<file path="src/rtl/reg_write_ctrl_if.sv">
// ---------------------------------------------------------------------------
// reg_write_ctrl_if : request ports A/B and register-file write bus
// Revision: 1.0 - initial release
// ---------------------------------------------------------------------------
`default_nettype none

interface reg_write_ctrl_if;
  logic        a_valid;
  logic        a_ready;
  logic [2:0]  a_reg;
  logic        a_w;
  logic        a_dbl;
  logic [31:0] a_data;

  logic        b_valid;
  logic        b_ready;
  logic [2:0]  b_reg;
  logic        b_w;
  logic        b_dbl;
  logic [31:0] b_data;

  logic [11:0] we;
  logic [15:0] data;
  logic        sel_h_l;
  logic        busy;

  modport master (
    output a_valid, a_reg, a_w, a_dbl, a_data,
    output b_valid, b_reg, b_w, b_dbl, b_data,
    input  a_ready, b_ready, we, data, sel_h_l, busy
  );

  modport slave (
    input  a_valid, a_reg, a_w, a_dbl, a_data,
    input  b_valid, b_reg, b_w, b_dbl, b_data,
    output a_ready, b_ready, we, data, sel_h_l, busy
  );
endinterface

`default_nettype wire

</file>
<file path="src/rtl/reg_write_ctrl.sv">
// ---------------------------------------------------------------------------
// reg_write_ctrl : two-port 8086 register-file write controller.
// Macro REG_WRITE_CTRL_RR_ARB_EN selects round-robin (else A-priority) arbitration.
// Revision: 1.0 - initial release
// ---------------------------------------------------------------------------
`default_nettype none

module reg_write_ctrl (
  input  wire logic        clk,
  input  wire logic        rst,   // synchronous, active-low
  reg_write_ctrl_if.slave  bus
);

  typedef enum logic [1:0] {
    IDLE     = 2'd0,
    WRITE    = 2'd1,
    WRITE_HI = 2'd2
  } state_e;

  state_e      state_q, state_d;
  logic [11:0] we_q,    we_d;
  logic [15:0] data_q,  data_d;
  logic        sel_q,   sel_d;
  logic [15:0] hi_q,    hi_d;

  logic        grant_a;
  logic        grant_b;
  logic        xfer;
  logic [2:0]  x_reg;
  logic        x_w;
  logic        x_dbl;
  logic [31:0] x_data;
  logic [3:0]  idx_lo;
  logic [3:0]  idx_hi;

`ifdef REG_WRITE_CTRL_RR_ARB_EN
  // rr_q = 1 means B is favoured when both ports request
  logic rr_q, rr_d;

  always_comb begin
    grant_a = 1'b0;
    grant_b = 1'b0;
    if (rst && (state_q != WRITE_HI)) begin
      grant_a = bus.a_valid && (!bus.b_valid || !rr_q);
      grant_b = bus.b_valid && (!bus.a_valid ||  rr_q);
    end
  end

  always_comb begin
    rr_d = rr_q;
    if (grant_a)
      rr_d = 1'b1;
    else if (grant_b)
      rr_d = 1'b0;
  end

  always_ff @(posedge clk) begin
    if (!rst)
      rr_q <= 1'b0;
    else
      rr_q <= rr_d;
  end
`else
  always_comb begin
    grant_a = 1'b0;
    grant_b = 1'b0;
    if (rst && (state_q != WRITE_HI)) begin
      grant_a = bus.a_valid;
      grant_b = bus.b_valid && !bus.a_valid;
    end
  end
`endif

  assign xfer        = grant_a || grant_b;
  assign bus.a_ready = grant_a;
  assign bus.b_ready = grant_b;

  always_comb begin
    if (grant_b) begin
      x_reg  = bus.b_reg;
      x_w    = bus.b_w;
      x_dbl  = bus.b_dbl;
      x_data = bus.b_data;
    end else begin
      x_reg  = bus.a_reg;
      x_w    = bus.a_w;
      x_dbl  = bus.a_dbl;
      x_data = bus.a_data;
    end
  end

  // Byte regs sit at WE[11:4], word regs SP..DI at WE[3:0]
  assign idx_lo = 4'd11 - {1'b0, x_reg};
  assign idx_hi = 4'd7  - {1'b0, x_reg};

  always_comb begin
    state_d = IDLE;
    we_d    = 12'h000;
    data_d  = 16'h0000;
    sel_d   = 1'b0;
    hi_d    = hi_q;
    if (state_q == WRITE_HI) begin
      we_d   = 12'h220;
      data_d = hi_q;
      sel_d  = 1'b1;
    end else if (xfer) begin
      if (x_dbl) begin
        state_d = WRITE_HI;
        we_d    = 12'h880;
        data_d  = x_data[15:0];
        sel_d   = 1'b1;
        hi_d    = x_data[31:16];
      end else begin
        state_d = WRITE;
        if (!x_w) begin
          we_d   = 12'd1 << idx_lo;
          data_d = {8'h00, x_data[7:0]};
        end else if (!x_reg[2]) begin
          we_d   = (12'd1 << idx_lo) | (12'd1 << idx_hi);
          data_d = x_data[15:0];
          sel_d  = 1'b1;
        end else begin
          we_d   = 12'd1 << idx_hi;
          data_d = x_data[15:0];
        end
      end
    end
  end

  always_ff @(posedge clk) begin
    if (!rst) begin
      state_q <= IDLE;
      we_q    <= 12'h000;
      data_q  <= 16'h0000;
      sel_q   <= 1'b0;
      hi_q    <= 16'h0000;
    end else begin
      state_q <= state_d;
      we_q    <= we_d;
      data_q  <= data_d;
      sel_q   <= sel_d;
      hi_q    <= hi_d;
    end
  end

  assign bus.we      = we_q;
  assign bus.data    = data_q;
  assign bus.sel_h_l = sel_q;
  assign bus.busy    = (state_q == WRITE_HI);

endmodule

`default_nettype wire

</file>
<file path="src/flat_wrapper.sv">
// flat-port wrapper written by rule: the top's interface ports become plain ports
module reg_write_ctrl_flat 
  (clk, rst, bus_a_valid, bus_a_reg, bus_a_w, bus_a_dbl, bus_a_data, bus_b_valid, bus_b_reg, bus_b_w, bus_b_dbl, bus_b_data, bus_a_ready, bus_b_ready, bus_we, bus_data, bus_sel_h_l, bus_busy);
  reg_write_ctrl_if bus_i ();
  input  wire logic clk;
  input  wire logic rst;
  input wire logic [$bits(bus_i.a_valid)-1:0] bus_a_valid;
  input wire logic [$bits(bus_i.a_reg)-1:0] bus_a_reg;
  input wire logic [$bits(bus_i.a_w)-1:0] bus_a_w;
  input wire logic [$bits(bus_i.a_dbl)-1:0] bus_a_dbl;
  input wire logic [$bits(bus_i.a_data)-1:0] bus_a_data;
  input wire logic [$bits(bus_i.b_valid)-1:0] bus_b_valid;
  input wire logic [$bits(bus_i.b_reg)-1:0] bus_b_reg;
  input wire logic [$bits(bus_i.b_w)-1:0] bus_b_w;
  input wire logic [$bits(bus_i.b_dbl)-1:0] bus_b_dbl;
  input wire logic [$bits(bus_i.b_data)-1:0] bus_b_data;
  output wire logic [$bits(bus_i.a_ready)-1:0] bus_a_ready;
  output wire logic [$bits(bus_i.b_ready)-1:0] bus_b_ready;
  output wire logic [$bits(bus_i.we)-1:0] bus_we;
  output wire logic [$bits(bus_i.data)-1:0] bus_data;
  output wire logic [$bits(bus_i.sel_h_l)-1:0] bus_sel_h_l;
  output wire logic [$bits(bus_i.busy)-1:0] bus_busy;
  assign bus_i.a_valid = bus_a_valid;
  assign bus_i.a_reg = bus_a_reg;
  assign bus_i.a_w = bus_a_w;
  assign bus_i.a_dbl = bus_a_dbl;
  assign bus_i.a_data = bus_a_data;
  assign bus_i.b_valid = bus_b_valid;
  assign bus_i.b_reg = bus_b_reg;
  assign bus_i.b_w = bus_b_w;
  assign bus_i.b_dbl = bus_b_dbl;
  assign bus_i.b_data = bus_b_data;
  assign bus_a_ready = bus_i.a_ready;
  assign bus_b_ready = bus_i.b_ready;
  assign bus_we = bus_i.we;
  assign bus_data = bus_i.data;
  assign bus_sel_h_l = bus_i.sel_h_l;
  assign bus_busy = bus_i.busy;
  reg_write_ctrl u_core (.clk(clk), .rst(rst), .bus(bus_i));
endmodule
</file>
<file path="config.mk">
export PLATFORM = sky130hd
export DESIGN_NAME = reg_write_ctrl_flat
export DESIGN_NICKNAME = d
export VERILOG_FILES = /design/src/rtl/reg_write_ctrl_if.sv /design/src/rtl/reg_write_ctrl.sv /design/src/flat_wrapper.sv
export SDC_FILE = /design/constraint.sdc
export NUM_CORES = 1
export LEC_CHECK = 0
export CAP_MARGIN = 5
export CORE_MARGIN = 2
export CORE_UTILIZATION = 40
export DETAILED_ROUTE_END_ITERATION = 10
export GPL_ROUTABILITY_DRIVEN = 0
export PLACE_DENSITY_LB_ADDON = 0.15
export SLEW_MARGIN = 20
export SYNTH_ARGS = -nofsm -noshare
export SYNTH_HDL_FRONTEND = slang
export SYNTH_SLANG_ARGS = --single-unit
</file>
<file path="constraint.sdc">
create_clock -name clk -period 2.69 [get_ports clk]
set_input_delay 0.807 -clock clk [delete_from_list [all_inputs] [get_ports clk]]
set_output_delay 0.807 -clock clk [all_outputs]
set_load 0.02 [all_outputs]
</file>
==> results.cfg, run 1 <==
[status]
status = completed

[yosys]
synth_edf_count = 0
synthFlopType = dfxtp_1
syn_area_per_cell_sq_um = 8.68
synth_seq_cells = 47
synth.most_common_cell = dfxtp_1
synth_area_leaders = dfxtp_1 (43%), nand2_1 (7.4%), mux2i_1 (7.4%)
yosysTopAreaCell = dfxtp_1
yosys-top-cells-count = dfxtp_1 (47), nand2_1 (43), mux2i_1 (16), nor2_1 (16), nor3_1 (12)
syn-num-nets = 328
yosysWarnings = 0
ys_types = 42
async_flop_share = 0
netlist_instances = 250
netlist_area_sq_mm = 0.00217
synth_seq_area_share = 0.434
yosys.area.top_type_share = 0.434

[detailed_routing]
vias_per_cell = 5.24
wire_per_inst_um = 13.8
num_vias = 2288
drtIter0Drc = 149
wl_um = 6020
detail-route-antenna-nets = 0
dr.pass1.iters = 4
drcViolationCount = 0

[grt]
grt_overflow = 0
antenna_found_initial = 0
track_usage = 0.206
grt_max_degree = 31
grt_pass1_wl_um = 9880
grt_pass1_vias = 2185

[clock_network]
cts_sinks = 47
htree_num_levels = 2
postCtsSetupBuffers = 0
clk_latency_ps = 290
clkTransAtPathRegs_ps = 80
cts.path.max_buffers = 2
root_buffer = clkbuf_8
numCtsBuffers = 5
cts_resized = 10
cts_tree = done
hold_buffers = 0

[finish]
area_growth_pct = 61.1
stdcell_count = 437
nFillCells = 436
regArea_sq_um = 941
multi_input_area_sq_mm = 0.00111
nets = 445
diodes = 0
fin_area_sq_mm = 0.00350
drive_gt1_frac = 0.104

[timing]
finClkSkew_ps = 3.44
holdWs_ps = 453
rsz0062_at_grt = false
period_share = 0.975
relSlewSlack = 0.657
fin_crit_ps = 2620
fmax_mhz = 381
drv_slew = 0
finalSetupViolations = 0
tightest_slew_ps = 513
hold_viol = 0

[pwr]
power.leakage_nw = 1.35
p_per_area_mw_per_mm2 = 471
peakVddDrop_mv = 0.253
p_total_mw = 1.65

[floorplan]
start_util = 0.419
dieWidth_um = 77.6
fp.dieH_um = 77.6
dieArea_sq_mm = 0.00603
ios = 110
num_rows = 26
core_area_sq_mm = 0.00517

[critical_path]
cp-end-kind = output port
start_kind = input pin
path_cells = clkdlybuf4s50_1 -> nor2b_4 -> nand3_2 -> inv_2 -> buf_2
worstPathArrival_ps = 1820
critPathKind = in -> out
cpPeakStageDelay_ps = 480
slowest_stage = clkdlybuf4s50_1
crit_family = buffers and inverters
path_max_fanout = 2
crit_required_ps = 1880
crit_buf_inv = 3

[placed_design]
dpl.cell_count = 430
hpwl_um = 4530
placed_area_sq_mm = 0.00340
portBuffers = 109

[worst_hold_path]
hp-class = reg -> reg

[flow_run]
cap_violations = 0
[layer usage]
layer	up-vias	global-route usage	part of all wire
li1	1126	-	-
met1	1048	0.233	0.39
met2	101	0.363	0.51
met3	13	0.0477	0.073
met4	0	0.0964	0.020
met5	-	0	0
[sequential cells by signal (all words and copies together) (netlist names)]
name,flops
u_core.bus.we,12
u_core.state_q,2
u_core.bus.data,16
u_core.bus.sel_h_l,1
u_core.hi_q,16
[tightest hold or removal path, cell delays in order, from the launching register on]
cell,delay (ps)
dfxtp_1,310
nand2_1,50
o21ai_1,50
[cells by family (layout without fill, tap and decap cells)]
group	Yosys count	after routing	share of synthesized area
AND/OR/NAND/NOR	102	102	0.221
AO/OA/AOI/OAI	60	60	0.205
flip-flops	47	47	0.434
buffers and inverters	23	140	0.0582
multiplexers	16	16	0.0738
XOR/XNOR	2	2	0.00808
[area by class of cell]
type,instances,share of cell area
repair buffers,128,0.354
multi-input cells,180,0.317
flip-flops and latches,47,0.269
well taps,70,0.0251
clock buffers,6,0.0208
clock inverters,1,0.00859
inverters,5,0.00537
[per-stage QoR]
step | setup slack, ps | TNS, ps | util
detailed placement | -490 | -1160 | 0.657
CTS | 56.2 | 0 | 0.676
global placement | -479 | -848 | 0.657
finish | 67.0 | 0 | 0.676
global route | 11.2 | 0 | 0.676
floorplan | 36.9 | 0 | -
[path summary, 6_finish.rpt]
check,start,to,slack (ps),depth (start not counted)
worst max-delay path,bus_b_valid,bus_b_ready,70,5
worst min-delay path,u_core.hi_q[14],u_core.bus.data[14],450,2
worst max register to register,u_core.state_q[0],u_core.bus.we[5],920,6
worst min register to register,u_core.hi_q[14],u_core.bus.data[14],450,2
[where the power goes]
group	internal (mW)	total, mW	switching (mW)
clock	0.272	0.491	0.219
sequential	0.743	0.760	0.0177
combinational	0.219	0.394	0.175
[cell usage in the layout, fill, tap and decap left out, types with 8 or more instances in the layout]
cell,netlist,routed
mux2i_1,16,16
o21ai_1,8,8
clkdlybuf4s50_1,0,107
dfxtp_1,47,47
nand2_1,43,43
o21ai_0,8,8
nor2_1,16,16
nand3_1,8,8
nor3_1,12,12
buf_4,5,18
a31oi_1,10,10
a21oi_1,11,11
Note: power is estimated with default switching activity, not from simulation.
==> inputs of run 2 (changes only) <==
--- a/config.mk
+++ b/config.mk
@@ -11,6 +11,7 @@
 export DETAILED_ROUTE_END_ITERATION = 10
 export GPL_ROUTABILITY_DRIVEN = 0
 export PLACE_DENSITY_LB_ADDON = 0.15
+export REMOVE_ABC_BUFFERS = 1
 export SLEW_MARGIN = 20
 export SYNTH_ARGS = -nofsm -noshare
 export SYNTH_HDL_FRONTEND = slang
==> run 2 against run 1 <==
  * Wire length is 2.8% lower
  * Clock skew increased by 5.3 ps
  * Non-clock buffer count did not move
  * Maximum frequency is 1.4% higher
  * Setup slack better by 36 ps
  * Register-to-register slack improved by 80 ps
  * Core utilization shrank 0.29 points
  * Final cell count is the same
  * First-iteration DRC count decreased by 21%
  * Global-route usage decreased by 0.60 points
  * Via count is 3.5% lower
  * Final area fell by 0.43%
==> results.cfg, run 2 (synthesis gave the netlist of run 1 again) <==
[pwr]
power.leakage_nw = 1.34
p_per_area_mw_per_mm2 = 446
p_total_mw = 1.55
peakVddDrop_mv = 0.296

[timing]
setup_tns_ps = 0
finalSetupViolations = 0
fin_crit_ps = 2590
holdWs_ps = 454
tightest_slew_ps = 621
relSlewSlack = 0.584
hold_viol = 0
period_share = 0.962
rsz0062_at_grt = false
finClkSkew_ps = 8.69
drv_slew = 0
fmax_mhz = 387

[critical_path]
critPathKind = in -> out
start_kind = input pin
worstPathArrival_ps = 1780
crit_family = buffers and inverters
cpPeakStageDelay_ps = 490
path_max_fanout = 2
crit_buf_inv = 3
crit_required_ps = 1880
path_cells = clkdlybuf4s50_1 -> nor2b_4 -> nand3_2 -> inv_2 -> buf_2
slowest_stage = clkdlybuf4s50_1
cp-end-kind = output port

[detailed_routing]
wire_per_inst_um = 13.4
vias_per_cell = 5.05
drtIter0Drc = 117
dr.pass1.iters = 4
num_vias = 2209
drcViolationCount = 0
wl_um = 5860
detail-route-antenna-nets = 0

[floorplan]
core_area_sq_mm = 0.00517
num_rows = 26
dieWidth_um = 77.6
dieArea_sq_mm = 0.00603
ios = 110
start_util = 0.419
fp.dieH_um = 77.6

[grt]
grt_pass1_vias = 2139
grt_overflow = 0
track_usage = 0.200
grt_max_degree = 31
antenna_found_initial = 0
grt_pass1_wl_um = 9660

[clock_network]
clkTransAtPathRegs_ps = 90
clk_latency_ps = 290
numCtsBuffers = 5
htree_num_levels = 2
cts_tree = done
cts_sinks = 47
root_buffer = clkbuf_8
cts.path.max_buffers = 2

[finish]
drive_gt1_frac = 0.106
diodes = 0
nets = 445
area_growth_pct = 60.4
stdcell_count = 437
final_cell_mix = clkdlybuf4s50_1 (106), dfxtp_1 (47), nand2_1 (43), buf_4 (18)
layout_commonest_cell = clkdlybuf4s50_1

[placed_design]
hpwl_um = 4410
portBuffers = 109
dpl.cell_count = 430

[flow_run]
cap_violations = 0

[status]
status = completed

[worst_hold_path]
hp-class = reg -> reg
[run 2: what timing repair did]
action / CTS / global route
resized for setup: 10 / 0
endpoints found under the setup margin: 2 / 0
buffers inserted: 0 / 0
hold buffers: 0 / 0
[run 2: cell type report]
class                           count  area (sq um)
Tap cell                           70          87.6
Inverter                            5          18.8
Fill cell                         425          1690
Sequential cell                    47           941
Multi-Input combinational cell    180          1110
Timing Repair Buffer              128          1240
Clock buffer                        5          68.8
Clock inverter                      2          13.8
[run 2: per-layer routing]
metal | wire, um | vias to the layer above | track usage
li1 | - | 1128 | -
met1 | 2410 | 1000 | 0.225
met2 | 2950 | 76 | 0.355
met3 | 456 | 5 | 0.0733
met4 | 40 | 0 | 0.0482
met5 | 0 | - | 0
[run 2: path summary, 6_finish.rpt]
path	from	end	slack, ps	cells after the start
min	u_core.hi_q[14]	u_core.bus.data[14]	450	2
min reg2reg	u_core.hi_q[14]	u_core.bus.data[14]	450	2
max	bus_b_valid	bus_b_ready	100	5
max reg2reg	u_core.state_q[0]	u_core.bus.data[15]	1000	5
[run 2: tightest hold or removal path, stage by stage, from the launching register on]
cell and delay [ps]:
dfxtp_1 320, nand2_1 50, o21ai_1 50
[run 2: metrics by stage]
step | cell area [sq um] | setup WS [ps] | utilization
floorplan | 2060 | -376 | -
global placement | 3400 | -379 | 0.657
detailed placement | 3400 | -424 | 0.657
CTS | 3480 | 84.1 | 0.673
global route | 3480 | 20.9 | 0.673
finish | 3480 | 103 | 0.673
[run 2: power breakdown]
part           leakage (nW)  total, mW  switching [mW]  internal, mW
clock                0.0440      0.399           0.222         0.178
combinational         0.912      0.393           0.174         0.220
sequential            0.386      0.759          0.0165         0.743
==> inputs of run 3 (changes only) <==
--- a/config.mk
+++ b/config.mk
@@ -5,7 +5,7 @@
 export SDC_FILE = /design/constraint.sdc
 export NUM_CORES = 1
 export LEC_CHECK = 0
-export CAP_MARGIN = 5
+export CAP_MARGIN = 20
 export CORE_MARGIN = 2
 export CORE_UTILIZATION = 40
 export DETAILED_ROUTE_END_ITERATION = 10
==> results of run 3 <==
Same layout as run 2: the final DEF is identical, and so are final timing and power.
==> RTL change 1 (settings of run 1) <==
Re-encode `state_e` (3 states) as one-hot, 3 bits wide.
--- a/src/rtl/reg_write_ctrl.sv
+++ b/src/rtl/reg_write_ctrl.sv
@@ -11,10 +11,10 @@
   reg_write_ctrl_if.slave  bus
 );
 
-  typedef enum logic [1:0] {
-    IDLE     = 2'd0,
-    WRITE    = 2'd1,
-    WRITE_HI = 2'd2
+  typedef enum logic [2:0] {
+    IDLE     = 3'b001,
+    WRITE    = 3'b010,
+    WRITE_HI = 3'b100
   } state_e;
 
   state_e      state_q, state_d;
Function: no difference found for any inputs over 10 cycles, from zero or initial values and one cycle with rst low; not proved beyond that.
==> RTL change 1 against run 1 <==
- first-iteration DRC count down 9.4%
- die area down 0.59%
- worst setup slack gained 0.043 ns
- clock power fell by 20%
- power fell by 7.1%
- routed wire length is 1.3% higher
- non-clock buffer count decreased by 7
- final area decreased by 1.7%
- area after synthesis fell by 0.63%
- worst hold slack better by 0.025 ns
- sequential cell count up 1
- clock skew up 0.0025 ns
- fmax rose by 1.7%
- critical path type unchanged
- critical endpoint unchanged
==> RTL change 1: results <==
export IMPL_synthArstFlopShare=0
export IMPL_numPlacedInstances=414
export IMPL_power_leakage_nw=1.40
export IMPL_viasPerCell=5.13
export IMPL_synthXorXnorAreaFrac=0.0122
export IMPL_cts_max_path_buffers=2
export IMPL_grt_pass1_vias=2133
export IMPL_timing_rr_start="u_core.state_q[1]$_SDFF_PP0_"
export IMPL_power_frac_comb=0.236
export IMPL_crit_path_max_fanout=2
export IMPL_drive_gt1_frac=0.0826
export IMPL_internal_power_mw=1.14
export IMPL_diodes=0
export IMPL_synth_nets=319
export IMPL_routed_wl_met2_um=3110
export IMPL_ctsResizeCount=12
export IMPL_met1_usage=0.254
export IMPL_htreeDepth=2
export IMPL_synthMuxAreaShare=0.0894
export IMPL_cts_root_buffer="clkbuf_8"
export IMPL_status="finished clean"
export IMPL_wl_met3_um=383
export IMPL_use_met3=0.0547
export IMPL_hpwl_um=4570
export IMPL_min_path_type="reg2reg"
export IMPL_ys_top_cells_by_count="dfxtp_1, nand2_1, mux2i_1"
export IMPL_netlist_instances=241
export IMPL_power_density_nw_per_um2=445
export IMPL_top_layer_used="met4"
export IMPL_grt_max_degree=34
export IMPL_critical_path_top_delay_family="simple AND/OR/NAND/NOR gates"
export IMPL_met2_usage=0.369
export IMPL_synth_area_leaders="dfxtp_1, mux2i_1, nand2_1"
export IMPL_setup_viol=0
export IMPL_critPathMaxStageDelay_ns=0.40
export IMPL_grt_pass1_wl_um=10200
export IMPL_final_setup_skew_ns=0.00591
export IMPL_port_buffers=109
export IMPL_cts_buffers=5
export IMPL_placed_area_um2=3350
export IMPL_crit_slowest_cell="or3_4"
export IMPL_ys_seq_area_frac=0.446
export IMPL_clk_pin_slew_worst_paths_ns=0.08
export IMPL_synth_adder_area_share=0
export IMPL_hold_start="u_core.hi_q[7]$_SDFFE_PN0P_"
export IMPL_finalNetCount=429
export IMPL_wl_met1_um=2530
export IMPL_avgRoutedWirePerCell_um=14.5
export IMPL_arrival_ns=1.77
export IMPL_vdd_drop_max_v=0.000317
export IMPL_drt_total_wl_um=6100
export IMPL_worst_pin_slew_ns=0.849
export IMPL_synth_cell_type_count=35
export IMPL_first_pass_iters=4
export IMPL_seq_power_mw=0.773
export IMPL_cp_startpoint="bus_a_valid"
export IMPL_drt_iter0_markers=135
export IMPL_place_ws_ns=-0.533
export IMPL_track_usage=0.212
export IMPL_synth_compound_area_share=0.190
RTL change 1: cell types whose count changed after synthesis, moves of 5 or more:
cell      delta
nand2_1     -21
a211oi_1     +8
and3_1       +8
o21ai_1      -8
a221o_1      +7
clkbuf_1     +6
o21ai_0      +6
a21oi_1      +5
a311oi_1     -5
a311oi_2     -5
RTL change 1: path summary, 6_finish.rpt:
check,cells past startpoint,end,slack (ns)
min,2,u_core.bus.data[7]$_SDFF_PN0_,0.48
max reg2reg,6,u_core.bus.data[9]$_SDFF_PN0_,0.76
min reg2reg,2,u_core.bus.data[7]$_SDFF_PN0_,0.48
max,5,bus_b_ready,0.11
RTL change 1: cell type report:
cell class,instances,area (um^2)
clock inverter,1,5.00
clock buffer,6,72.6
multi-input combinational,171,1100
sequential,48,961
fill,469,1700
timing repair buffer,121,1200
inverter,4,17.5
tap,70,87.6
==> RTL change 2 (flow settings as in run 1) <==
Made on the original files. The option `REG_WRITE_CTRL_RR_ARB_EN` is turned on by a define.
--- a/src/rtl/reg_write_ctrl.sv
+++ b/src/rtl/reg_write_ctrl.sv
@@ -4,6 +4,8 @@
 // Revision: 1.0 - initial release
 // ---------------------------------------------------------------------------
 `default_nettype none
+
+`define REG_WRITE_CTRL_RR_ARB_EN
 
 module reg_write_ctrl (
   input  wire logic        clk,
Behaviour: not the same (Yosys sat finds a counterexample within 4 cycles, from zero or initial values and one cycle with rst low).
==> RTL change 2 against run 1 <==
- non-clock buffer count fell by 9
- routed wire length fell by 15%
- sequential cell count rose by 1
- clock skew rose by 0.0031 ns
- final area fell by 1.6%
- critical path depth fell by 1
- via count fell by 15%
- first-iteration DRC count fell by 50%
- die area rose by 0.61%
- area after synthesis rose by 0.63%
- worst setup slack improved by 0.019 ns
- sequential power rose by 3%
- register-to-register slack got worse by 0.17 ns
- power fell by 4.4%
- critical endpoint unchanged
- largest power group unchanged
==> RTL change 2: results <==
export IMPL_status="finished clean"
export IMPL_clk_pin_slew_worst_paths_ns=0.08
export IMPL_grt_pass1_wl_um=8630
export IMPL_cts_root_buffer="clkbuf_8"
export IMPL_ys_seq_area_frac=0.440
export IMPL_r2r_setup_slack_ns=0.75
export IMPL_viasPerCell=4.83
export IMPL_grt_pass1_vias=1878
export IMPL_synthArstFlopShare=0
export IMPL_routed_wl_met2_um=2540
export IMPL_power_leakage_nw=1.49
export IMPL_min_path_type="reg2reg"
export IMPL_slew_headroom=0.533
export IMPL_track_usage=0.177
export IMPL_critical_path_top_delay_family="buffers and inverters"
export IMPL_hpwl_um=3950
export IMPL_area_delta_synth_final_pct=57.6
export IMPL_fill_cells=425
export IMPL_final_setup_skew_ns=0.00651
export IMPL_vias=1951
export IMPL_drive_gt1_frac=0.0868
export IMPL_htreeDepth=2
export IMPL_crit_path_max_fanout=4
export IMPL_hold_start="u_core.hi_q[9]$_SDFFE_PN0P_"
export IMPL_timing_rr_start="u_core.state_q[0]$_SDFF_PP0_"
export IMPL_first_pass_iters=4
export IMPL_arrival_ns=1.80
export IMPL_r2r_cells=5
export IMPL_synth_cell_type_count=36
export IMPL_numPlacedInstances=397
export IMPL_placed_area_um2=3360
export IMPL_syn_avg_cell_area_um2=9.83
export IMPL_r2r_end="u_core.bus.we[1]$_SDFF_PP0_"
export IMPL_overflow=0
export IMPL_synth_area_leaders="dfxtp_1, mux2i_1, nand2_1"
export IMPL_holdPathEnd="u_core.bus.data[9]$_SDFF_PN0_"
export IMPL_vdd_drop_max_v=0.000249
export IMPL_finalNetCount=412
export IMPL_ys_top_cells_by_count="mux2i_1, dfxtp_1, nand2_1"
export IMPL_worst_hold_slack_ns=0.453
export IMPL_drt_iter0_markers=74
export IMPL_cts_max_path_buffers=2
export IMPL_wl_met1_um=2130
export IMPL_critPathMaxStageDelay_ns=0.52
export IMPL_grt_max_degree=44
export IMPL_wl_met3_um=427
export IMPL_synth_nets=300
export IMPL_drt_total_wl_um=5120
==> RTL change 2: cell types whose count changed in the layout (fill, tap and decap cells not counted), sizes merged, moves of 3 or more <==
cell,run 1,this run
nor2,16,6
mux2,0,5
nand3,9,2
a311oi,10,0
or3,3,0
mux2i,16,52
nor3,12,8
a21oi,11,2
buf,21,11
nor2b,4,0
a31oi,10,0
nand2,43,36
==> RTL change 2: kinds of logic after synthesis <==
logic type | Yosys count | synth area share
AND/OR/NAND/NOR | 66 | 0.149
multiplexers | 57 | 0.268
AO/OA/AOI/OAI | 31 | 0.0877
flip-flops | 48 | 0.440
buffers and inverters | 18 | 0.0476
XOR/XNOR | 2 | 0.00802
==> RTL change 2: per-layer routing <==
metal | GRT usage | vias up
li1 | - | 997
met1 | 0.218 | 883
met2 | 0.289 | 69
met3 | 0.0640 | 2
met4 | 0.0518 | 0
met5 | 0 | -
==> RTL change 2: metrics by stage <==
stage          power, mW  setup slack, ns
5_1_grt             1.66          0.00809
6_report            1.57           0.0864
4_1_cts             1.60          0.00501
3_3_place_gp        1.20           -0.335
2_1_floorplan      0.987            0.351
3_5_place_dp        1.20           -0.344
==> RTL change 2: worst max path at each step <==
stage / start / to / cells after the start
3_5_place_dp: bus_a_valid / bus_b_ready / 5
5_1_grt: rst / bus_b_ready / 4
4_1_cts: bus_a_valid / bus_b_ready / 5
2_1_floorplan: bus_b_valid / bus_b_ready / 5
3_3_place_gp: bus_a_valid / bus_b_ready / 5
6_report: rst / bus_b_ready / 4
==> RTL change 2: area by class of cell <==
| cell class | count | area share |
|---|---|---|
| sequential | 48 | 0.279 |
| timing repair buffer | 119 | 0.342 |
| inverter | 4 | 0.00436 |
| clock inverter | 1 | 0.00145 |
| multi-input combinational | 156 | 0.326 |
| clock buffer | 6 | 0.0211 |
| tap | 70 | 0.0255 |
==> RTL change 2: power breakdown <==
| group | switching [mW] | total [mW] | internal (mW) |
|---|---|---|---|
| sequential | 0.0185 | 0.780 | 0.762 |
| combinational | 0.168 | 0.401 | 0.233 |
| clock | 0.216 | 0.392 | 0.177 |
| total | 0.402 | 1.57 | 1.17 |
==> RTL change 2: tightest hold or removal path, delay by kind of cell, from the launching register on <==
kind / cells / cell delay [ns]
simple gates: 1 / 0.05
compound gates: 1 / 0.05
flops: 1 / 0.32
==> RTL change 2: timing repair <==
item                       CTS  global route
buffers inserted             0             0
setup endpoints to repair    2             2
gates cloned                 0             0
gates resized for setup      6             2
